File: config.mk
export PLATFORM = sky130hd
export DESIGN_NAME = apb_gpio_ctrl
export DESIGN_NICKNAME = d
export VERILOG_FILES = /design/src/rtl/apb_gpio_ctrl.sv
export SDC_FILE = /design/constraint.sdc
export NUM_CORES = 1
export LEC_CHECK = 0
export BUFFER_PORTS_ARGS = -buffer_cell sky130_fd_sc_hd__buf_4
export CORE_ASPECT_RATIO = 1.75
export CORE_MARGIN = 2
export CORE_UTILIZATION = 45
export CTS_CLUSTER_SIZE = 20
export DETAILED_ROUTE_END_ITERATION = 16
export HOLD_SLACK_MARGIN = 0.06
export PLACE_DENSITY = 0.77
export SYNTH_ARGS = -nofsm -noshare
export SYNTH_HDL_FRONTEND = slang
export SYNTH_SLANG_ARGS = --single-unit
File: constraint.sdc
create_clock -name PCLK -period 2.75 [get_ports PCLK]
set_input_delay 0.275 -clock PCLK [delete_from_list [all_inputs] [get_ports PCLK]]
set_output_delay 0.275 -clock PCLK [all_outputs]
set_load 0.02 [all_outputs]
File: src/rtl/apb_gpio_ctrl.sv
// APB3 GPIO controller: per-pin output/direction, two-flop synchronised inputs.
// Define APB_GPIO_IRQ_EN to build per-pin edge interrupts with W1C status and irq.
module apb_gpio_ctrl #(
    parameter int unsigned DW          = 8,
    parameter int unsigned WAIT_STATES = 0
) (
    input  logic          PCLK,
    input  logic          PRESETn,
    input  logic          PSEL,
    input  logic          PENABLE,
    input  logic [7:0]    PADDR,
    input  logic          PWRITE,
    input  logic [DW-1:0] PWDATA,
    output logic [DW-1:0] PRDATA,
    output logic          PREADY,
    output logic          PSLVERR,
    input  logic [DW-1:0] gpio_i,
    output logic [DW-1:0] gpio_o,
    output logic [DW-1:0] gpio_oe,
    output logic          irq
);
    typedef enum logic [1:0] {StIdle, StAccess, StDone} state_t;
    localparam logic [2:0] WsLoad = 3'(WAIT_STATES);

    state_t        r_state;
    logic [2:0]    r_cnt;
    logic          r_pready;
    logic          r_pslverr;
    logic [DW-1:0] r_prdata;
    logic [DW-1:0] r_out;
    logic [DW-1:0] r_dir;
    logic [DW-1:0] r_sync1;
    logic [DW-1:0] r_sync2;
    logic [2:0]    w_idx;
    logic          w_commit;
    logic          w_wr;
    logic [DW-1:0] w_rdata;
    logic          w_err;
    logic [4:0]    w_unused_addr;

    assign w_idx         = PADDR[4:2];
    assign w_unused_addr = {PADDR[7:5], PADDR[1:0]};
    // Writes land on the edge that ends the PREADY=1 cycle.
    assign w_commit      = (r_state == StAccess) && PSEL && PENABLE && (r_cnt == 3'd0);
    assign w_wr          = w_commit && PWRITE;

    always_ff @(posedge PCLK or negedge PRESETn) begin
        if (!PRESETn) begin
            r_out   <= '0;
            r_dir   <= '0;
            r_sync1 <= '0;
            r_sync2 <= '0;
        end else begin
            r_sync1 <= gpio_i;
            r_sync2 <= r_sync1;
            if (w_wr && w_idx == 3'd0) r_out <= PWDATA;
            if (w_wr && w_idx == 3'd1) r_dir <= PWDATA;
        end
    end

`ifdef APB_GPIO_IRQ_EN
    logic [DW-1:0] r_prev;
    logic [DW-1:0] r_rise_en;
    logic [DW-1:0] r_fall_en;
    logic [DW-1:0] r_status;
    logic          r_irq;
    logic [DW-1:0] w_set;
    logic [DW-1:0] w_clr;

    assign w_set = (r_sync2 & ~r_prev & r_rise_en) | (~r_sync2 & r_prev & r_fall_en);
    assign w_clr = (w_wr && w_idx == 3'd5) ? PWDATA : '0;

    always_ff @(posedge PCLK or negedge PRESETn) begin
        if (!PRESETn) begin
            r_prev    <= '0;
            r_rise_en <= '0;
            r_fall_en <= '0;
            r_status  <= '0;
            r_irq     <= 1'b0;
        end else begin
            r_prev <= r_sync2;
            if (w_wr && w_idx == 3'd3) r_rise_en <= PWDATA;
            if (w_wr && w_idx == 3'd4) r_fall_en <= PWDATA;
            // A new event beats a simultaneous clear.
            r_status <= (r_status & ~w_clr) | w_set;
            r_irq    <= |r_status;
        end
    end

    assign irq = r_irq;
`else
    assign irq = 1'b0;
`endif

    always_comb begin
        w_rdata = '0;
        w_err   = 1'b0;
        case (w_idx)
            3'd0: w_rdata = r_out;
            3'd1: w_rdata = r_dir;
            3'd2: w_rdata = r_sync2;
`ifdef APB_GPIO_IRQ_EN
            3'd3: w_rdata = r_rise_en;
            3'd4: w_rdata = r_fall_en;
            3'd5: w_rdata = r_status;
`else
            3'd3, 3'd4, 3'd5: w_rdata = '0;
`endif
            default: w_err = 1'b1;
        endcase
    end

    always_ff @(posedge PCLK or negedge PRESETn) begin
        if (!PRESETn) begin
            r_state   <= StIdle;
            r_cnt     <= 3'd0;
            r_pready  <= 1'b0;
            r_pslverr <= 1'b0;
            r_prdata  <= '0;
        end else begin
            case (r_state)
                StIdle: begin
                    r_pready  <= 1'b0;
                    r_pslverr <= 1'b0;
                    if (PSEL) begin
                        r_state <= StAccess;
                        r_cnt   <= WsLoad;
                        if (WsLoad == 3'd0) begin
                            r_pready  <= 1'b1;
                            r_pslverr <= w_err;
                            r_prdata  <= w_rdata;
                        end
                    end
                end
                StAccess: begin
                    if (!PSEL) begin
                        r_state   <= StIdle;
                        r_pready  <= 1'b0;
                        r_pslverr <= 1'b0;
                    end else if (r_cnt != 3'd0) begin
                        r_cnt <= r_cnt - 3'd1;
                        if (r_cnt == 3'd1) begin
                            r_pready  <= 1'b1;
                            r_pslverr <= w_err;
                            r_prdata  <= w_rdata;
                        end
                    end else begin
                        r_state   <= StDone;
                        r_pready  <= 1'b0;
                        r_pslverr <= 1'b0;
                    end
                end
                StDone:  r_state <= StIdle;
                default: r_state <= StIdle;
            endcase
        end
    end

    assign PRDATA  = r_prdata;
    assign PREADY  = r_pready;
    assign PSLVERR = r_pslverr;
    assign gpio_o  = r_out;
    assign gpio_oe = r_dir;

endmodule

==> results.toml, run 1 <==
[status]
status = "complete, no violations"

[floorplan]
pin_count = 56
start_util = 0.462
die_y_um = 90.0
num_rows = 31
core_area_um2 = 4110
die_w_um = 53.1
design.die.area_um2 = 4780

[placement]
dp_cells = 229
gp_congestion = 0.717
hpwl_um = 2870
portBuffers = 49

[logic_synthesis]
synth_top_area_frac = 0.619
synthMostInstantiatedCell = "dfrtp_1"
synthArstFlopShare = 1.00
yosys.area_share.xor_xnor = 0
ys_top_cells_by_area = "dfrtp_1 62%, mux2_2 10%, a22o_1 4.6%"
syn_inst = 137
syn_nets = 169
syn_area_per_cell_um2 = 13.9
syn-cell-area_um2 = 1900
synth-compound-area-share = 0.0968
synth.mux.area_fraction = 0.143
synth-main-ff-cell = "dfrtp_1"
yosys-top-cells-count = "47 x dfrtp_1, 17 x mux2_2, 11 x o21ai_0"
yosysTopAreaCell = "dfrtp_1"
synth_top_family_by_area = "multiplexers"
ys_ff_latch = 47
synth_adder_area_share = 0.0197
ys_seq_area_frac = 0.619
synthSimpleGateAreaFrac = 0.0823
synth_edf_count = 0
ys_warn_count = 0
synth_cell_types = 31

[detailed_routing]
avgViaCountPerCell = 5.32
drc = 0
drt_iter0_markers = 21
ant_nets = 0
wirelength_um = 3850
first_pass_iters = 4
vias = 1265
post_drt_wl_per_cell_um = 16.2

[global_route]
grt-ovfl-total = 0
grt_usage = 0.183
first_global_vias = 1292
antenna_found_initial = 0
grt_max_degree = 48
grt_pass1_wl_um = 6370

[worst_hold_path]
hp-start = "gpio_i[2]"
hp-class = "in2reg"

[timing]
fmax_ghz = 0.422
slew_viol_final = 0
setup_viol = 0
setup-tns-final_ps = 0
min_period_ps = 2370
clock_skew_ps = 5.05
slew_headroom = 0.617
tightest_slew_ps = 574
hold_viol_final = 0
period_share = 0.861
rsz0062_at_grt = "false"

[layout]
seq_area_um2 = 1180
final_util = 0.587
multi_input_area_um2 = 653
final_cells = 238
fillCellCount = 367
area_growth_pct = 27.1
finalNetCount = 221
diodes = 0
drive_gt1_frac = 0.423

[power_and_ir_drop]
power_per_cell_area_nw_per_um2 = 840
p_leak_uw = 0.00120
irDropWorstVdd_mv = 0.482

[clock_tree]
clockRootBuffer = "clkbuf_8"
clkTransAtPathRegs_ps = 80
cts_buffers = 5
cts.htree.levels = 2
cts-resized-gates = 0
cts.sinks = 47
cts.path.max_buffers = 2
cts_setup_buffers = 0
cts_tree = "yes"
cts_hold_buf = 1
clk_latency_ps = 290

[critical_path]
required_ps = 2930
crit_path_start = "r_cnt[0]$_DFFE_PN0P_"
cpPeakStageDelay_ps = 730
cp-endpoint = "gpio_oe[2]$_DFFE_PN0P_"
crit_slowest_cell = "or4b_1"
r2r-end = "gpio_oe[2]$_DFFE_PN0P_"
worstSetupStartpointType = "register"
cp-end-kind = "register"
crit_type = "reg2reg"
ff2ff_setup_slack_ps = 380
crit_fanout = 8
r2r-start = "r_cnt[0]$_DFFE_PN0P_"
reg2regPathDepth = 6
critPathArrivalTime_ps = 2550
crit_chain = "inv_1 > ha_1 > and4bb_2 > nand4_1 > or4b_1 > mux2_2"

[job]
cap_violations = 0
-- kinds of logic (layout without fill, tap and decap cells) --
group	count (synthesis)	count (layout)
AOI/OAI and AO/OA	27	27
buffers and inverters	12	64
adders and majority gates	3	3
and+or+nand+nor	22	22
DFF	47	47
other	1	1
muxes	25	25
-- final cells by class --
type / count / share of cell area
sequential: 47 / 0.487
multi-input combinational: 78 / 0.270
timing repair buffer: 53 / 0.167
clock buffer: 5 / 0.0285
tap: 49 / 0.0254
clock inverter: 2 / 0.0155
inverter: 4 / 0.00622
-- critical path, delay by kind of cell (launching register included) --
kind                       cells  cell delay (ps)
DFF                            1              440
buffers and inverters          1              110
and+or+nand+nor                3             1140
adders and majority gates      1              200
muxes                          1              370
-- state kept, by name, summed over array words and instances, names as in the netlist --
name / count
PREADY: 1
PSLVERR: 1
r_sync2: 8
r_cnt: 3
r_sync1: 8
gpio_oe: 8
gpio_o: 8
PRDATA: 8
r_state: 2
-- power by group --
| part | switching, µW | leakage (µW) | internal [µW] |
|---|---|---|---|
| registers | 106 | 0.000607 | 822 |
| clock network | 210 | 0.0000502 | 265 |
| logic | 329 | 0.000543 | 296 |
| total | 645 | 0.00120 | 1380 |
-- worst min-delay path by stage --
stage               depth (start not counted)  slack, ps               endpoint
finish                                      1         80   r_sync1[2]$_DFF_PN0_
global route                                1         60   r_sync1[5]$_DFF_PN0_
CTS                                         1         70   r_sync1[6]$_DFF_PN0_
detailed placement                          1        310  PRDATA[7]$_DFFE_PN0P_
global placement                            1        300  PRDATA[7]$_DFFE_PN0P_
floorplan                                   0        -20  PRDATA[0]$_DFFE_PN0P_
-- per-stage QoR --
step / power (µW) / worst slack (ps) / area (µm²) / hold WS [ps]
6_report: 2030 / 381 / 2410 / 84.5
4_1_cts: 2050 / 370 / 2400 / 71.4
3_5_place_dp: 1570 / 392 / 2290 / 313
3_3_place_gp: 1520 / 492 / 2290 / 295
5_1_grt: 2150 / 240 / 2410 / 61.5
2_1_floorplan: 1290 / 709 / 1900 / -20.6
-- layer usage --
layer	share of wire	track usage
met2	0.56	0.307
met5	0	0
met4	0.023	0.0726
met3	0.046	0.0498
met1	0.37	0.213
-- cell usage in the layout, fill, tap and decap left out, drive strengths merged, types with 2 or more instances in the layout --
cell type	synthesis	final
buf	4	51
dfrtp	47	47
mux2	17	17
o21ai	11	11
a22o	10	10
mux2i	8	8
nand3b	8	8
clkbuf	4	5
inv	4	4
ha	3	3
nor2	2	2
nand2	2	2
dlygate4sd3	0	2
or4b	2	2
a21o	2	2
(Power assumes the default switching activity.)
==> run 2, diff against run 1 <==
--- a/config.mk
+++ b/config.mk
@@ -8,11 +8,10 @@
 export BUFFER_PORTS_ARGS = -buffer_cell sky130_fd_sc_hd__buf_4
 export CORE_ASPECT_RATIO = 1.75
 export CORE_MARGIN = 2
-export CORE_UTILIZATION = 45
+export CORE_UTILIZATION = 25
 export CTS_CLUSTER_SIZE = 20
 export DETAILED_ROUTE_END_ITERATION = 16
 export HOLD_SLACK_MARGIN = 0.06
-export PLACE_DENSITY = 0.77
 export SYNTH_ARGS = -nofsm -noshare
 export SYNTH_HDL_FRONTEND = slang
 export SYNTH_SLANG_ARGS = --single-unit
==> run 2 against run 1 <==
Against the previous run:
- worst hold slack improved by 5.6 ps
- cell count rose by 16%
- sequential cell count did not move
- clock power rose by 40%
- non-clock buffer count fell by 1
- sequential power fell by 0.6%
- combinational power fell by 3%
- wire length rose by 3.1%
- register-to-register slack barely moved
- critical path type unchanged
- highest routed layer unchanged
==> results.toml, run 2 (synthesized netlist as in run 1, its figures left out) <==
[layout]
drive_gt1_frac = 0.420
area_growth_pct = 31.9
final_cell_mix = "51 x buf_4, 47 x dfrtp_1, 17 x mux2_2"
finalNetCount = 220
final_cells = 276
diodes = 0
fin_area_um2 = 2510
fillCellCount = 779
final_common_cell = "buf_4"

[floorplan]
pin_count = 56
design.die.area_um2 = 8340
die_y_um = 119
num_rows = 42
die_w_um = 69.9
core_area_um2 = 7460
start_util = 0.255

[placement]
postPlaceCellArea_um2 = 2340
dp_cells = 268
hpwl_um = 2830
gp_congestion = 0.732
dpl_worst_slack_ps = 389
portBuffers = 49

[status]
status = "complete, no violations"

[detailed_routing]
ant_nets = 0
avgViaCountPerCell = 4.61
drt_iter0_markers = 35
post_drt_wl_per_cell_um = 14.4
wirelength_um = 3970
drc = 0
vias = 1271
first_pass_iters = 4

[job]
cap_violations = 0

[timing]
fmax_ghz = 0.425
min_period_ps = 2350
hold_viol_final = 0
period_share = 0.856
slew_viol_final = 0
setup-tns-final_ps = 0
setup_viol = 0
slew_headroom = 0.605
setup_ws_ps = 395
rsz0062_at_grt = "false"
tightest_slew_ps = 592
clock_skew_ps = 6.89

[critical_path]
worstSetupStartpointType = "register"
cp-end-kind = "register"
crit_fanout = 8
crit_type = "reg2reg"
required_ps = 2920
critPathArrivalTime_ps = 2520

[clock_tree]
clkTransAtPathRegs_ps = 60
cts-resized-gates = 0
clk_latency_ps = 290
clockRootBuffer = "clkbuf_16"
cts_setup_buffers = 0
cts.path.max_buffers = 2
cts_buffers = 5
cts.sinks = 47
cts_tree = "yes"
cts.htree.levels = 2

[global_route]
grt_pass1_wl_um = 6460
first_global_vias = 1333
antenna_found_initial = 0
grt_max_degree = 48
grt-ovfl-total = 0
grt_usage = 0.102

[power_and_ir_drop]
p_leak_uw = 0.00122
p_total_uw = 2200
power_per_cell_area_nw_per_um2 = 877
irDropWorstVdd_mv = 0.582

[worst_hold_path]
hp-class = "in2reg"
==> run 2: worst paths after layout <==
| kind | from | to | slack, ps | depth (start not counted) |
|---|---|---|---|---|
| max | r_cnt[0]$_DFFE_PN0P_ | gpio_oe[3]$_DFFE_PN0P_ | 400 | 6 |
| min | gpio_i[5] | r_sync1[5]$_DFF_PN0_ | 90 | 1 |
| max reg2reg | r_cnt[0]$_DFFE_PN0P_ | gpio_oe[3]$_DFFE_PN0P_ | 400 | 6 |
| min reg2reg | r_sync1[4]$_DFF_PN0_ | r_sync2[4]$_DFF_PN0_ | 350 | 0 |
| max in group asynchronous | PRESETn | r_sync2[0]$_DFF_PN0_ | 1810 | 2 |
| min in group asynchronous | PRESETn | r_sync1[2]$_DFF_PN0_ | 530 | 2 |
==> run 2: per-stage QoR <==
step	hold WS (ps)	utilization
2_1_floorplan	-20.6	-
3_3_place_gp	321	0.313
3_5_place_dp	323	0.313
4_1_cts	80.8	0.336
5_1_grt	77.0	0.336
6_report	90.1	0.336
==> run 2: final cells by class <==
class,count,area [µm²],area share
clock buffer,6,129,0.0514
timing repair buffer,52,393,0.157
multi-input combinational,78,653,0.261
inverter,4,15.0,0.00599
clock inverter,1,30.0,0.0120
tap,88,110,0.0439
sequential,47,1180,0.469
==> run 2: metal layers <==
| metal | routed length [µm] | global-route usage | vias to the layer above |
|---|---|---|---|
| li1 | - | - | 595 |
| met1 | 1600 | 0.106 | 638 |
| met4 | 82 | 0.0541 | 0 |
| met3 | 163 | 0.0288 | 5 |
| met5 | 0 | 0 | - |
| met2 | 2130 | 0.182 | 33 |
==> run 2: timing repair <==
action | CTS | global route
hold buffers | 1 | 0
setup endpoints to repair | 0 | 0
endpoints found under the hold margin | 47 | 0
==> run 2: power breakdown <==
group          leakage, µW  internal (µW)  switching, µW  total, µW
combinational     0.000539            292            317        609
sequential        0.000607            824           99.6        923
clock            0.0000769            424            240        664
total              0.00122           1540            657       2200
==> run 2: critical path, stage by stage (launching register included) <==
cell and delay, ps:
dfrtp_1 420, inv_1 100, ha_1 190, and4bb_2 260
nand4_1 140, or4b_1 750, mux2_2 360
==> run 3, diff against run 2 <==
--- a/config.mk
+++ b/config.mk
@@ -12,6 +12,7 @@
 export CTS_CLUSTER_SIZE = 20
 export DETAILED_ROUTE_END_ITERATION = 16
 export HOLD_SLACK_MARGIN = 0.06
+export PLACE_DENSITY = 0.56
 export SYNTH_ARGS = -nofsm -noshare
 export SYNTH_HDL_FRONTEND = slang
 export SYNTH_SLANG_ARGS = --single-unit
==> run 3 against run 2 <==
Against the previous run:
- design area is 0.85% lower
- cell count grew 0.36%
- power is 4.2% lower
- sequential power hardly changed
- wire length shrank 1.1%
- clock-buffer cell count is 1 higher
- largest cell class unchanged
- fmax up 0.98%
- worst setup slack improved by 23 ps
- global-route usage increased by 0.24 points
==> results.toml, run 3 (synthesized netlist as in run 1, its figures left out) <==
[detailed_routing]
first_pass_iters = 4
avgViaCountPerCell = 4.39
drt_iter0_markers = 29
post_drt_wl_per_cell_um = 14.2
wirelength_um = 3930
drc = 0
ant_nets = 0
vias = 1217

[power_and_ir_drop]
switching_share = 0.310
p_total_uw = 2110
power_frac_comb = 0.290
pwr-share-clk = 0.271
irDropWorstVdd_mv = 0.475
power_per_cell_area_nw_per_um2 = 847
p_switching_uw = 653
power_frac_seq = 0.439
internal_power_uw = 1450
p_leak_uw = 0.00121

[floorplan]
core_area_um2 = 7460
num_rows = 42
die_y_um = 119
design.die.area_um2 = 8340
pin_count = 56
die_w_um = 69.9
start_util = 0.255

[placement]
hpwl_um = 2860
gp_congestion = 0.697
portBuffers = 49

[critical_path]
critPathArrivalTime_ps = 2500
crit_type = "reg2reg"
cp-end-kind = "register"
worstSetupStartpointType = "register"
crit_fanout = 8
ff2ff_setup_slack_ps = 420
required_ps = 2920
r2r-start = "r_cnt[0]$_DFFE_PN0P_"
crit_path_start = "r_cnt[0]$_DFFE_PN0P_"

[layout]
finalNetCount = 220
final_cell_mix = "51 x buf_4, 47 x dfrtp_1, 17 x mux2_2"
fillCellCount = 784
multi_input_area_um2 = 653
drive_gt1_frac = 0.418
seq_area_um2 = 1180
area_growth_pct = 30.7
final_common_cell = "buf_4"
diodes = 0

[job]
cap_violations = 0

[worst_hold_path]
hp-class = "in2reg"
hp-start = "gpio_i[5]"

[timing]
clock_skew_ps = 2.18
setup-tns-final_ps = 0
hold_viol_final = 0
slew_viol_final = 0
period_share = 0.848
tightest_slew_ps = 597
min_period_ps = 2330
fmax_ghz = 0.429
rsz0062_at_grt = "false"
setup_viol = 0
slew_headroom = 0.602

[clock_tree]
cts_setup_buffers = 0
cts.sinks = 47
cts_buffers = 5
clockRootBuffer = "clkbuf_16"
cts.htree.levels = 2
cts_tree = "yes"
clkTransAtPathRegs_ps = 60
cts.path.max_buffers = 2
clk_latency_ps = 280

[status]
status = "complete, no violations"

[global_route]
grt_usage = 0.104
grt_max_degree = 48
grt_pass1_wl_um = 6580
grt-ovfl-total = 0
antenna_found_initial = 0
first_global_vias = 1295
## run 3: cell count changes in the layout (fill, tap and decap cells not counted)
cell / delta
bufinv_16: -1
clkbuf_1: +1
clkinv_2: +1
## run 3: cell type report
| class | count | area share |
|---|---|---|
| sequential | 47 | 0.473 |
| multi-input combinational | 78 | 0.263 |
| timing repair buffer | 52 | 0.158 |
| clock buffer | 7 | 0.0534 |
| tap | 88 | 0.0443 |
| inverter | 4 | 0.00604 |
| clock inverter | 1 | 0.00201 |
## run 3: repair_timing
| item | CTS | global route |
|---|---|---|
| resized for setup | 0 | 0 |
| setup endpoints to repair | 0 | 0 |
| hold endpoints to repair | 47 | 0 |
| hold buffers | 1 | 0 |
## run 3: metrics by stage
stage | cells | setup slack, ps | area (µm²) | hold slack [ps] | util
after floorplan | 137 | 709 | 1900 | -20.6 | -
after global placement | 268 | 415 | 2340 | 330 | 0.313
after detailed placement | 268 | 393 | 2340 | 331 | 0.313
after CTS | 277 | 392 | 2480 | 86.7 | 0.333
after global routing | 277 | 262 | 2480 | 81.9 | 0.333
final | 277 | 418 | 2480 | 94.8 | 0.333
## run 3: worst max-delay path, stage by stage (launching register included)
cell and delay (ps):
dfrtp_1 420, inv_1 100, ha_1 200, and4bb_2 260
nand4_1 140, or4b_1 730, mux2_2 360
## run 3: worst paths after layout
kind	to	depth (start not counted)
setup / recovery	gpio_oe[1]$_DFFE_PN0P_	6
hold / removal	r_sync1[5]$_DFF_PN0_	1
setup reg to reg	gpio_oe[1]$_DFFE_PN0P_	6
hold reg to reg	r_sync2[5]$_DFF_PN0_	0
max in group asynchronous	PRDATA[3]$_DFFE_PN0P_	2
min in group asynchronous	PRDATA[5]$_DFFE_PN0P_	2
## run 3: power groups by stage
stage / Clock (µW) / Combinational (µW) / Sequential, µW
2_1_floorplan: 0 / 253 / 1030
3_3_place_gp: 0 / 613 / 939
3_5_place_dp: 0 / 620 / 941
4_1_cts: 592 / 623 / 928
5_1_grt: 625 / 669 / 946
6_report: 570 / 610 / 925
## run 3: layer usage
metal	GRT usage	wire, µm	vias up	part of all wire
met5	0	0	-	0
met4	0.0541	105	0	0.027
met3	0.0296	167	5	0.042
met2	0.181	2140	29	0.54
met1	0.114	1520	592	0.39
li1	-	-	591	-
